File: config.mk
export PLATFORM = sky130hd
export DESIGN_NAME = ps2_key_sequencer
export DESIGN_NICKNAME = d
export VERILOG_FILES = /design/src/rtl/ps2_key_sequencer.sv
export SDC_FILE = /design/constraint.sdc
export NUM_CORES = 1
export LEC_CHECK = 0
export CAP_MARGIN = 20
export CORE_UTILIZATION = 30
export CTS_CLUSTER_DIAMETER = 30
export DETAILED_ROUTE_END_ITERATION = 12
export GPL_TIMING_DRIVEN = 1
export PLACE_DENSITY = 0.6
export SYNTH_ARGS = -nofsm -noshare
export SYNTH_HDL_FRONTEND = slang
export SYNTH_SLANG_ARGS = --single-unit
File: constraint.sdc
create_clock -name clk -period 2.3 [get_ports clk]
set_input_delay 0.23 -clock clk [delete_from_list [all_inputs] [get_ports clk]]
set_output_delay 0.23 -clock clk [all_outputs]
set_load 0.05 [all_outputs]
File: src/rtl/ps2_key_sequencer.sv
// PS/2 receive-FIFO sequencer: pops scan-code bytes, strips E0/F0 prefixes,
// drops typematic repeats of the held key and presents key events on a valid/ready port.
module ps2_key_sequencer #(
  parameter int CNT_W = 8
) (
  input  logic             clk,
  input  logic             clrn,
  input  logic             ready_i,
  input  logic [7:0]       data_i,
  output logic             nextdata_n_o,
  output logic             ev_valid_o,
  input  logic             ev_ready_i,
  output logic [7:0]       ev_code_o,
  output logic             ev_ext_o,
  output logic             ev_break_o,
  output logic             held_o,
  output logic [7:0]       held_code_o,
  output logic             held_ext_o,
  output logic [CNT_W-1:0] press_count_o,
  output logic             err_proto_o
);

  // state   | meaning
  // S_IDLE  | wait for a FIFO byte and a free event slot
  // S_POP   | nextdata_n low, FIFO pops at the end of this cycle
  // S_PARSE | classify the captured byte, update prefixes / emit event
  typedef enum logic [1:0] {S_IDLE, S_POP, S_PARSE} state_t;

  state_t             state_q, state_d;
  logic [7:0]         byte_q, byte_d;
  logic               ext_f_q, ext_f_d;
  logic               brk_f_q, brk_f_d;
  logic               nextdata_n_q, nextdata_n_d;
  logic               ev_valid_q, ev_valid_d;
  logic [7:0]         ev_code_q, ev_code_d;
  logic               ev_ext_q, ev_ext_d;
  logic               ev_break_q, ev_break_d;
  logic               held_q, held_d;
  logic [7:0]         held_code_q, held_code_d;
  logic               held_ext_q, held_ext_d;
  logic [CNT_W-1:0]   press_count_q, press_count_d;
  logic               err_proto_q, err_proto_d;
  logic               held_match;

  assign held_match = held_q && (held_code_q == byte_q) && (held_ext_q == ext_f_q);

  always_ff @(posedge clk or negedge clrn) begin
    if (!clrn) begin
      state_q       <= S_IDLE;
      byte_q        <= 8'h00;
      ext_f_q       <= 1'b0;
      brk_f_q       <= 1'b0;
      nextdata_n_q  <= 1'b1;
      ev_valid_q    <= 1'b0;
      ev_code_q     <= 8'h00;
      ev_ext_q      <= 1'b0;
      ev_break_q    <= 1'b0;
      held_q        <= 1'b0;
      held_code_q   <= 8'h00;
      held_ext_q    <= 1'b0;
      press_count_q <= '0;
      err_proto_q   <= 1'b0;
    end else begin
      state_q       <= state_d;
      byte_q        <= byte_d;
      ext_f_q       <= ext_f_d;
      brk_f_q       <= brk_f_d;
      nextdata_n_q  <= nextdata_n_d;
      ev_valid_q    <= ev_valid_d;
      ev_code_q     <= ev_code_d;
      ev_ext_q      <= ev_ext_d;
      ev_break_q    <= ev_break_d;
      held_q        <= held_d;
      held_code_q   <= held_code_d;
      held_ext_q    <= held_ext_d;
      press_count_q <= press_count_d;
      err_proto_q   <= err_proto_d;
    end
  end

  always_comb begin
    state_d       = state_q;
    byte_d        = byte_q;
    ext_f_d       = ext_f_q;
    brk_f_d       = brk_f_q;
    nextdata_n_d  = nextdata_n_q;
    ev_valid_d    = ev_valid_q;
    ev_code_d     = ev_code_q;
    ev_ext_d      = ev_ext_q;
    ev_break_d    = ev_break_q;
    held_d        = held_q;
    held_code_d   = held_code_q;
    held_ext_d    = held_ext_q;
    press_count_d = press_count_q;
    err_proto_d   = err_proto_q;

    if (ev_valid_q && ev_ready_i) ev_valid_d = 1'b0;

    case (state_q)
      S_IDLE: begin
        // Fetch only when the slot is free or being freed on this edge.
        if (ready_i && (!ev_valid_q || ev_ready_i)) begin
          byte_d       = data_i;
          nextdata_n_d = 1'b0;
          state_d      = S_POP;
        end
      end
      S_POP: begin
        nextdata_n_d = 1'b1;
        state_d      = S_PARSE;
      end
      S_PARSE: begin
        state_d = S_IDLE;
        case (byte_q)
          8'hE0, 8'hF0: begin
            if (brk_f_q) begin
              err_proto_d = 1'b1;
              ext_f_d     = 1'b0;
              brk_f_d     = 1'b0;
            end else if (byte_q == 8'hE0) begin
              ext_f_d = 1'b1;
            end else begin
              brk_f_d = 1'b1;
            end
          end
          8'h00, 8'hFF: begin
            err_proto_d = 1'b1;
            ext_f_d     = 1'b0;
            brk_f_d     = 1'b0;
          end
          default: begin
            ext_f_d = 1'b0;
            brk_f_d = 1'b0;
            if (brk_f_q) begin
              ev_valid_d = 1'b1;
              ev_code_d  = byte_q;
              ev_ext_d   = ext_f_q;
              ev_break_d = 1'b1;
              if (held_match) held_d = 1'b0;
            end else if (!held_match) begin
              ev_valid_d    = 1'b1;
              ev_code_d     = byte_q;
              ev_ext_d      = ext_f_q;
              ev_break_d    = 1'b0;
              held_d        = 1'b1;
              held_code_d   = byte_q;
              held_ext_d    = ext_f_q;
              press_count_d = press_count_q + CNT_W'(1);
            end
          end
        endcase
      end
      default: state_d = S_IDLE;
    endcase
  end

  assign nextdata_n_o  = nextdata_n_q;
  assign ev_valid_o    = ev_valid_q;
  assign ev_code_o     = ev_code_q;
  assign ev_ext_o      = ev_ext_q;
  assign ev_break_o    = ev_break_q;
  assign held_o        = held_q;
  assign held_code_o   = held_code_q;
  assign held_ext_o    = held_ext_q;
  assign press_count_o = press_count_q;
  assign err_proto_o   = err_proto_q;

endmodule

Word-level counts from Yosys, hierarchy flattened
Index checks and enable logic that the tools add are counted. Widths: inputs -> output; s select.

Memories kept: 0. Memory bits (read-only): 0. Flip-flop bits (word level): 43. Logic and storage cells: 76. RAM bits: 0. Output and inout bits: 31. Bits in latches: 0. Input port bits: 12.

Shift-type cells: 0. Reduce and logical (&&, ||, !) cells: 20. Equality and inequality tests: 12. Bitwise operators: 3. Div/mod/pow operators: 0. Order comparisons: 0. $mul: 0. $add $sub $neg: 1. Multiplexer cells: 26.

Operators with widths (count): $eq 8x8->1 const B (3); $mux 1 (20); $mux 8 (2); $add 8x1->8 const B (1); $eq 8x8->1 (1); $logic_not 8->1 (1); $reduce_and 4->1 (2); $ne 2x2->1 const B (3); $reduce_and 2->1 (3); $reduce_and 3->1 (2); $logic_and 1x1->1 (4); $pmux 1 s2 (2); $pmux 2 s2 (1); $reduce_bool 2->1 (2); $reduce_or 2->1 (2); $reduce_or 4->1 (1); $ne 3x3->1 const B (1); $not 1->1 (3); $eq 2x1->1 const B (1); $eq 2x2->1 const B (1); $logic_not 2->1 (1); $mux 2 (1); $ne 2x1->1 const B (1); $eq 1x1->1 (1); 2 further kinds (2).

Longest topological paths before layout
Gate-level depths: netlist of the first run.

Depth after elaboration: 7. Gate-level depth with buffers: 6. Gate-level depth less buffers: 5.

Worst setup path after synthesis of the first run
Ideal clock, no wire load.

Kind: flip-flop to flip-flop. Start point: register held_code_q[5], in the netlist held_code_o[5]. End point: register held_code_q[1], in the netlist held_code_o[1]. Data required time: 2175 ps. Buffers on the path: 1. Setup time: 125 ps. Cell stages (with the launch flop): 7. Setup slack: 296 ps. Arrival: 1879 ps. Clock period less this slack: 2004 ps. Path through: dfrtp_1 xnor2_1 nand4_1 nor3_4 nor3_2 buf_6 mux2_4.

Longest elaborated chain between the ends: 5.

Ends and longest elaborated chain: from (decl) (RTL line 39) `logic [7:0] held_code_q, held_code_d;`; from (signal assigned) (RTL line 74) `held_code_q <= held_code_d;`; $eq 8x8->1 (RTL line 45) `assign held_match = held_q && (held_code_q == byte_q) && (held_ext_q == ext_f_q);`; $logic_and 1x1->1 (2 in series) (RTL line 45); $not 1->1 (no line); $reduce_and 4->1 (no line).

Every way passes these cells. A chain may end at the register's enable or synchronous reset.

Worst setup path after layout of the first run
Start point: register byte_q[4]. End point: register held_code_q[0], in the netlist held_code_o[0].

Longest elaborated chain between the ends: 5. Elaborated cells on any way between the ends: 11. Classes of those cells: eq/ne (4); bitwise (2); reduce/logical (5).

Ends and longest elaborated chain: from (decl) (RTL line 30) `logic [7:0] byte_q, byte_d;`; from (signal assigned) (RTL line 65) `byte_q <= byte_d;`; $eq 8x8->1 (RTL line 45); $logic_and 1x1->1 (2 in series) (RTL line 45); $not 1->1 (no line); $reduce_and 4->1 (no line) (*).

Mark *: on every way between the ends. The rest lies on a longest branch, timed or not.

==> flow_summary.json, run 1 <==
{
  "postCtsHoldBufs": 0,
  "multi_input_area_um2": 779,
  "grt.total_usage_pct": 12.7,
  "gp_congestion": 0.697,
  "vdd_ir_drop_max_mv": 0.721,
  "setup_viol": 0,
  "power.density_nw_per_um2": 1620,
  "drv_cap": 0,
  "reg2reg_depth": 6,
  "n_antenna_cell": 0,
  "drtPass1Iterations": 4,
  "path_max_fanout": 11,
  "grt_overflow": 0,
  "hpwl_um": 2610,
  "worstSkewPairLatency_ns": 0.30,
  "remaining_drc_errors": 0,
  "grt_pass1_vias": 1258,
  "r2r-end": "held_code_o[0]$_DFFE_PN0P_",
  "die_x_um": 81.4,
  "fillers": 583,
  "area_growth_pct": 32.2,
  "finalSetupTns_ns": 0,
  "cts_setup_buffers": 0,
  "worst_pin_slew_ns": 0.547,
  "reg2reg_slack_ns": 0.37,
  "ys_ff_latch": 43,
  "post_route_cells_drive_above_1_share_pct": 18.9,
  "fmax_mhz": 517,
  "grt_max_degree": 44,
  "routed_wl_um": 3640,
  "critPathKind": "reg2reg",
  "end_kind": "flop",
  "nets": 218,
  "worst_hold_slack_ns": 0.00293,
  "required_ns": 2.48,
  "relSlewSlack_pct": 63.5,
  "synth-seq-area-share_pct": 57.0,
  "grt_pass1_wl_um": 6240,
  "drtIter0Drc": 55,
  "ant_nets": 0,
  "arrival_ns": 2.11,
  "r2r_start": "byte_q[4]$_DFFE_PN0P_",
  "fin_ws_ns": 0.367,
  "status": "finished clean",
  "clock-sinks": 43,
  "cts_tree": "yes",
  "cts_resized": 0,
  "min_period_ns": 1.93,
  "clk_pin_slew_ns": 0.09,
  "fp.dieH_um": 81.4,
  "power_leakage_nw": 1.12,
  "finClkSkew_ns": 0.00962,
  "syn_nets": 166,
  "root_buffer": "clkbuf_8",
  "viasPerCell": 4.57,
  "yosysWarnings": 0,
  "routedWlPerCell_um": 13.0,
  "start_kind": "flop",
  "finalCritPeriodShare_pct": 84.0,
  "io_buffers": 42,
  "synth.distinct_cells": 32,
  "io_pins": 43,
  "ys_top_cells_by_area": "dfrtp_1, mux2_4, mux2_2, nand2_1, xnor2_1",
  "die_area_um2": 6620,
  "hp-class": "in2async",
  "num_vias": 1283,
  "synth_top_area_share_pct": 55.6,
  "netlist_instances": 153,
  "syn_avg_cell_area_um2": 12.4,
  "seqCellArea_um2": 1080,
  "synth.cell_area_um2": 1890,
  "final_max_slew_viol_count": 0,
  "num_rows": 28,
  "cts_max_level": 2,
  "start_util_pct": 31.6,
  "clockBufferDepth": 2,
  "synth_area_leader_cell": "dfrtp_1",
  "mostFrequentLayoutCells": "dfrtp_1, clkdlybuf4s50_1, nand2_1",
  "cts_buffers": 5,
  "antenna_found_initial": 0,
  "pre_cts_ws_ns": 0.372,
  "layout_commonest_cell": "dfrtp_1",
  "hold_viol": 0,
  "rsz0062_at_grt": "no",
  "core_area_um2": 5990
}
-- metrics by stage --
step / std cells / util [%] / power, mW / area (um2)
2_1_floorplan: 153 / - / 2.95 / 1890
3_3_place_gp: 273 / 40.3 / 3.62 / 2410
3_5_place_dp: 273 / 40.3 / 3.64 / 2410
4_1_cts: 281 / 41.7 / 4.11 / 2500
5_1_grt: 281 / 41.7 / 4.31 / 2500
6_report: 281 / 41.7 / 4.06 / 2500
-- flip-flops by register name, summed over array words and instances, names as in the netlist, 2 cells and up --
name,count
ev_code_o,8
press_count_o,8
state_q,2
held_code_o,8
byte_q,8
-- where the power goes --
part,switching (mW),internal [mW],total (mW)
clock,0.253,0.212,0.466
combinational,1.28,0.885,2.16
sequential,0.345,1.08,1.43
-- Yosys cell counts (all sizes together) --
library cell	number
a21o	2
a21oi	3
a31oi	1
and2	1
and2b	1
and3	2
and4	1
buf	2
clkinv	1
dfrtp	42
dfstp	1
ha	1
inv	2
mux2	19
nand2	27
nand2b	3
nand3	2
nand4	4
nor2	6
nor2b	1
nor3	5
nor4	5
o21ai	4
o2bb2ai	1
xnor2	9
xor2	7
-- per-layer routing --
| metal | GRT usage [%] | wire length [um] | vias up |
|---|---|---|---|
| li1 | - | - | 629 |
| met4 | 4.82 | 55 | 0 |
| met1 | 17.9 | 1800 | 615 |
| met2 | 18.3 | 1610 | 33 |
| met5 | 0 | 0 | - |
| met3 | 3.48 | 169 | 6 |
-- area by class of cell --
type	instances	share of cell area, %
Clock buffer	6	2.90
Tap cell	75	3.75
Sequential cell	43	43.1
Clock inverter	2	0.501
Timing Repair Buffer	47	18.1
Inverter	3	0.450
Multi-Input combinational cell	105	31.2
-- critical path, stage by stage, from the launching register on --
cell	delay, ns
dfrtp_1	0.46
and4_4	0.22
a31oi_1	0.24
o21ai_2	0.13
nor3_2	0.16
buf_4	0.25
mux2_2	0.35
-- worst max path at each step --
| stage | start | to | slack [ns] | depth (start not counted) |
|---|---|---|---|---|
| 3_5_place_dp | byte_q[6]$_DFFE_PN0P_ | held_code_o[0]$_DFFE_PN0P_ | 0.37 | 6 |
| 6_report | byte_q[4]$_DFFE_PN0P_ | held_code_o[0]$_DFFE_PN0P_ | 0.37 | 6 |
| 4_1_cts | byte_q[6]$_DFFE_PN0P_ | held_code_o[0]$_DFFE_PN0P_ | 0.36 | 6 |
| 2_1_floorplan | held_code_o[5]$_DFFE_PN0P_ | held_code_o[1]$_DFFE_PN0P_ | 0.30 | 6 |
| 5_1_grt | byte_q[4]$_DFFE_PN0P_ | held_code_o[0]$_DFFE_PN0P_ | 0.24 | 6 |
| 3_3_place_gp | byte_q[6]$_DFFE_PN0P_ | held_code_o[0]$_DFFE_PN0P_ | 0.41 | 6 |
-- logic make-up after synthesis --
| logic type | Yosys count | synth area share [%] |
|---|---|---|
| AOI/OAI and AO/OA | 11 | 4.24 |
| muxes | 19 | 13.1 |
| adders and majority gates | 1 | 0.662 |
| buffers and inverters | 5 | 1.79 |
| and+or+nand+nor | 58 | 15.8 |
| DFF | 43 | 57.0 |
| xor gates and xnor gates | 16 | 7.41 |
Power figures use the tool's default switching activity.
==> run 2, diff against run 1 <==
PLACE_DENSITY = 0.62   (was 0.6)
clock period = 1.75 ns   (was 2.3 ns; I/O delays follow)
==> run 2 against run 1 <==
The flow now finishes with violations (negative setup slack); sequential cell count unchanged; worst setup slack got worse by 0.46 ns; clock skew decreased by 0.0027 ns; core utilization increased by 8.1 points; via count increased by 13%; routed wire length increased by 21%; power increased by 53%; first-iteration DRC count decreased by 3.6%; die area unchanged; critical path depth unchanged; combinational power increased by 72%; critical endpoint is now ev_ext_o$_DFFE_PN0P_; largest power group unchanged; highest routed layer unchanged.
==> flow_summary.json, run 2 (synthesized netlist as in run 1, its figures left out) <==
{
  "drv_cap": 0,
  "status": "finished, violations left",
  "num_vias": 1451,
  "start_kind": "flop",
  "layout_commonest_cell": "buf_4",
  "clockBufferDepth": 2,
  "dp.cells": 289,
  "routedWlPerCell_um": 14.0,
  "hold_viol": 0,
  "drtPass1Iterations": 4,
  "fin_ws_ns": -0.0930,
  "num_rows": 28,
  "io_buffers": 42,
  "fillers": 531,
  "die_x_um": 81.4,
  "clk_pin_slew_ns": 0.08,
  "relSlewSlack_pct": 66.2,
  "hpwl_um": 2720,
  "stdcell_area_um2": 2980,
  "area_growth_pct": 57.8,
  "power_leakage_nw": 1.34,
  "post_route_cells_drive_above_1_share_pct": 43.8,
  "worst_pin_slew_ns": 0.506,
  "grt.total_usage_pct": 14.0,
  "finClkSkew_ns": 0.00688,
  "finalCritPeriodShare_pct": 105,
  "required_ns": 1.93,
  "seqCellArea_um2": 1090,
  "critPathKind": "reg2reg",
  "nets": 252,
  "core_area_um2": 5990,
  "final_max_slew_viol_count": 0,
  "mostFrequentLayoutCells": "buf_4, clkdlybuf4s50_1, dfrtp_1",
  "cts_tree": "yes",
  "grt_overflow": 0,
  "fmax_mhz": 543,
  "routed_wl_um": 4400,
  "n_antenna_cell": 0,
  "grt_pass1_wl_um": 7000,
  "ant_nets": 0,
  "drtIter0Drc": 53,
  "rsz0062_at_grt": "yes",
  "pre_cts_ws_ns": -0.105,
  "vdd_ir_drop_max_mv": 0.872,
  "multi_input_area_um2": 961,
  "grt_max_degree": 44,
  "antenna_found_initial": 0,
  "clock-sinks": 43,
  "start_util_pct": 31.6,
  "root_buffer": "clkbuf_8",
  "gp_congestion": 0.807,
  "end_kind": "flop",
  "setup_viol": 26,
  "path_max_fanout": 5,
  "hp-class": "in2async",
  "placed_area_um2": 2540,
  "arrival_ns": 2.02,
  "viasPerCell": 4.61,
  "power.density_nw_per_um2": 2080,
  "grt_pass1_vias": 1486,
  "worstSkewPairLatency_ns": 0.29,
  "fp.dieH_um": 81.4,
  "fin_cells": 315,
  "final_util_pct": 49.8,
  "finalPower_mw": 6.20,
  "io_pins": 43,
  "remaining_drc_errors": 0,
  "failed_checks": "negative setup slack",
  "cts_buffers": 5,
  "cts_max_level": 2,
  "die_area_um2": 6620,
  "min_period_ns": 1.84
}
[run 2: per-layer routing]
metal / GRT usage [%] / vias up / part of all wire [%]
met5: 0 / - / 0
met4: 5.54 / 0 / 1.9
met3: 3.60 / 10 / 4.3
met2: 22.3 / 38 / 50
met1: 18.2 / 708 / 43
li1: - / 695 / -
[run 2: final timing paths]
| kind | depth (start not counted) | to | startpoint | slack, ns |
|---|---|---|---|---|
| min | 3 | press_count_o[6]$_DFFE_PN0P_ | clrn | 0.39 |
| min in group clk | 3 | byte_q[2]$_DFFE_PN0P_ | data_i[2] | 0.41 |
| max | 6 | ev_ext_o$_DFFE_PN0P_ | byte_q[5]$_DFFE_PN0P_ | -0.09 |
| max reg2reg | 6 | ev_ext_o$_DFFE_PN0P_ | byte_q[5]$_DFFE_PN0P_ | -0.09 |
| min reg2reg | 1 | state_q[1]$_DFFE_PN0P_ | state_q[1]$_DFFE_PN0P_ | 0.47 |
| max in group asynchronous | 3 | nextdata_n_o$_DFFE_PN1P_ | clrn | 1.09 |
[run 2: repair_timing]
action	4_1_cts	5_1_grt
resized for setup	20	24
buffers inserted	7	8
gates cloned	0	2
pin swaps	8	10
setup endpoints to repair	23	28
hold endpoints to repair	42	0
hold buffers	1	0
[run 2: critical path, stage by stage, from the launching register on]
cell and delay [ns]:
dfrtp_2 0.47, and3_4 0.20, a31oi_4 0.21, o21ai_4 0.11
buf_4 0.16, a21oi_4 0.22, mux2_2 0.36
[run 2: where the power goes]
group          switching, mW  total (mW)  internal (mW)
Combinational           2.05        3.71           1.66
Sequential             0.425        1.88           1.45
Clock                  0.331       0.610          0.279
Total                   2.80        6.20           3.39
[run 2: final cells by class]
cell class                      count  area share, %
Clock inverter                      2          0.419
Clock buffer                        6           2.43
Inverter                            3          0.377
Timing Repair Buffer               80           24.8
Tap cell                           75           3.14
Sequential cell                    43           36.6
Multi-Input combinational cell    106           32.2
[run 2: through the flow]
stage               hold slack, ns  TNS (ns)
floorplan                   -0.121     -1.09
global route                 0.415     -4.08
CTS                          0.393     -1.06
detailed placement           0.171     -1.68
global placement             0.167    -0.766
finish                       0.389     -1.85
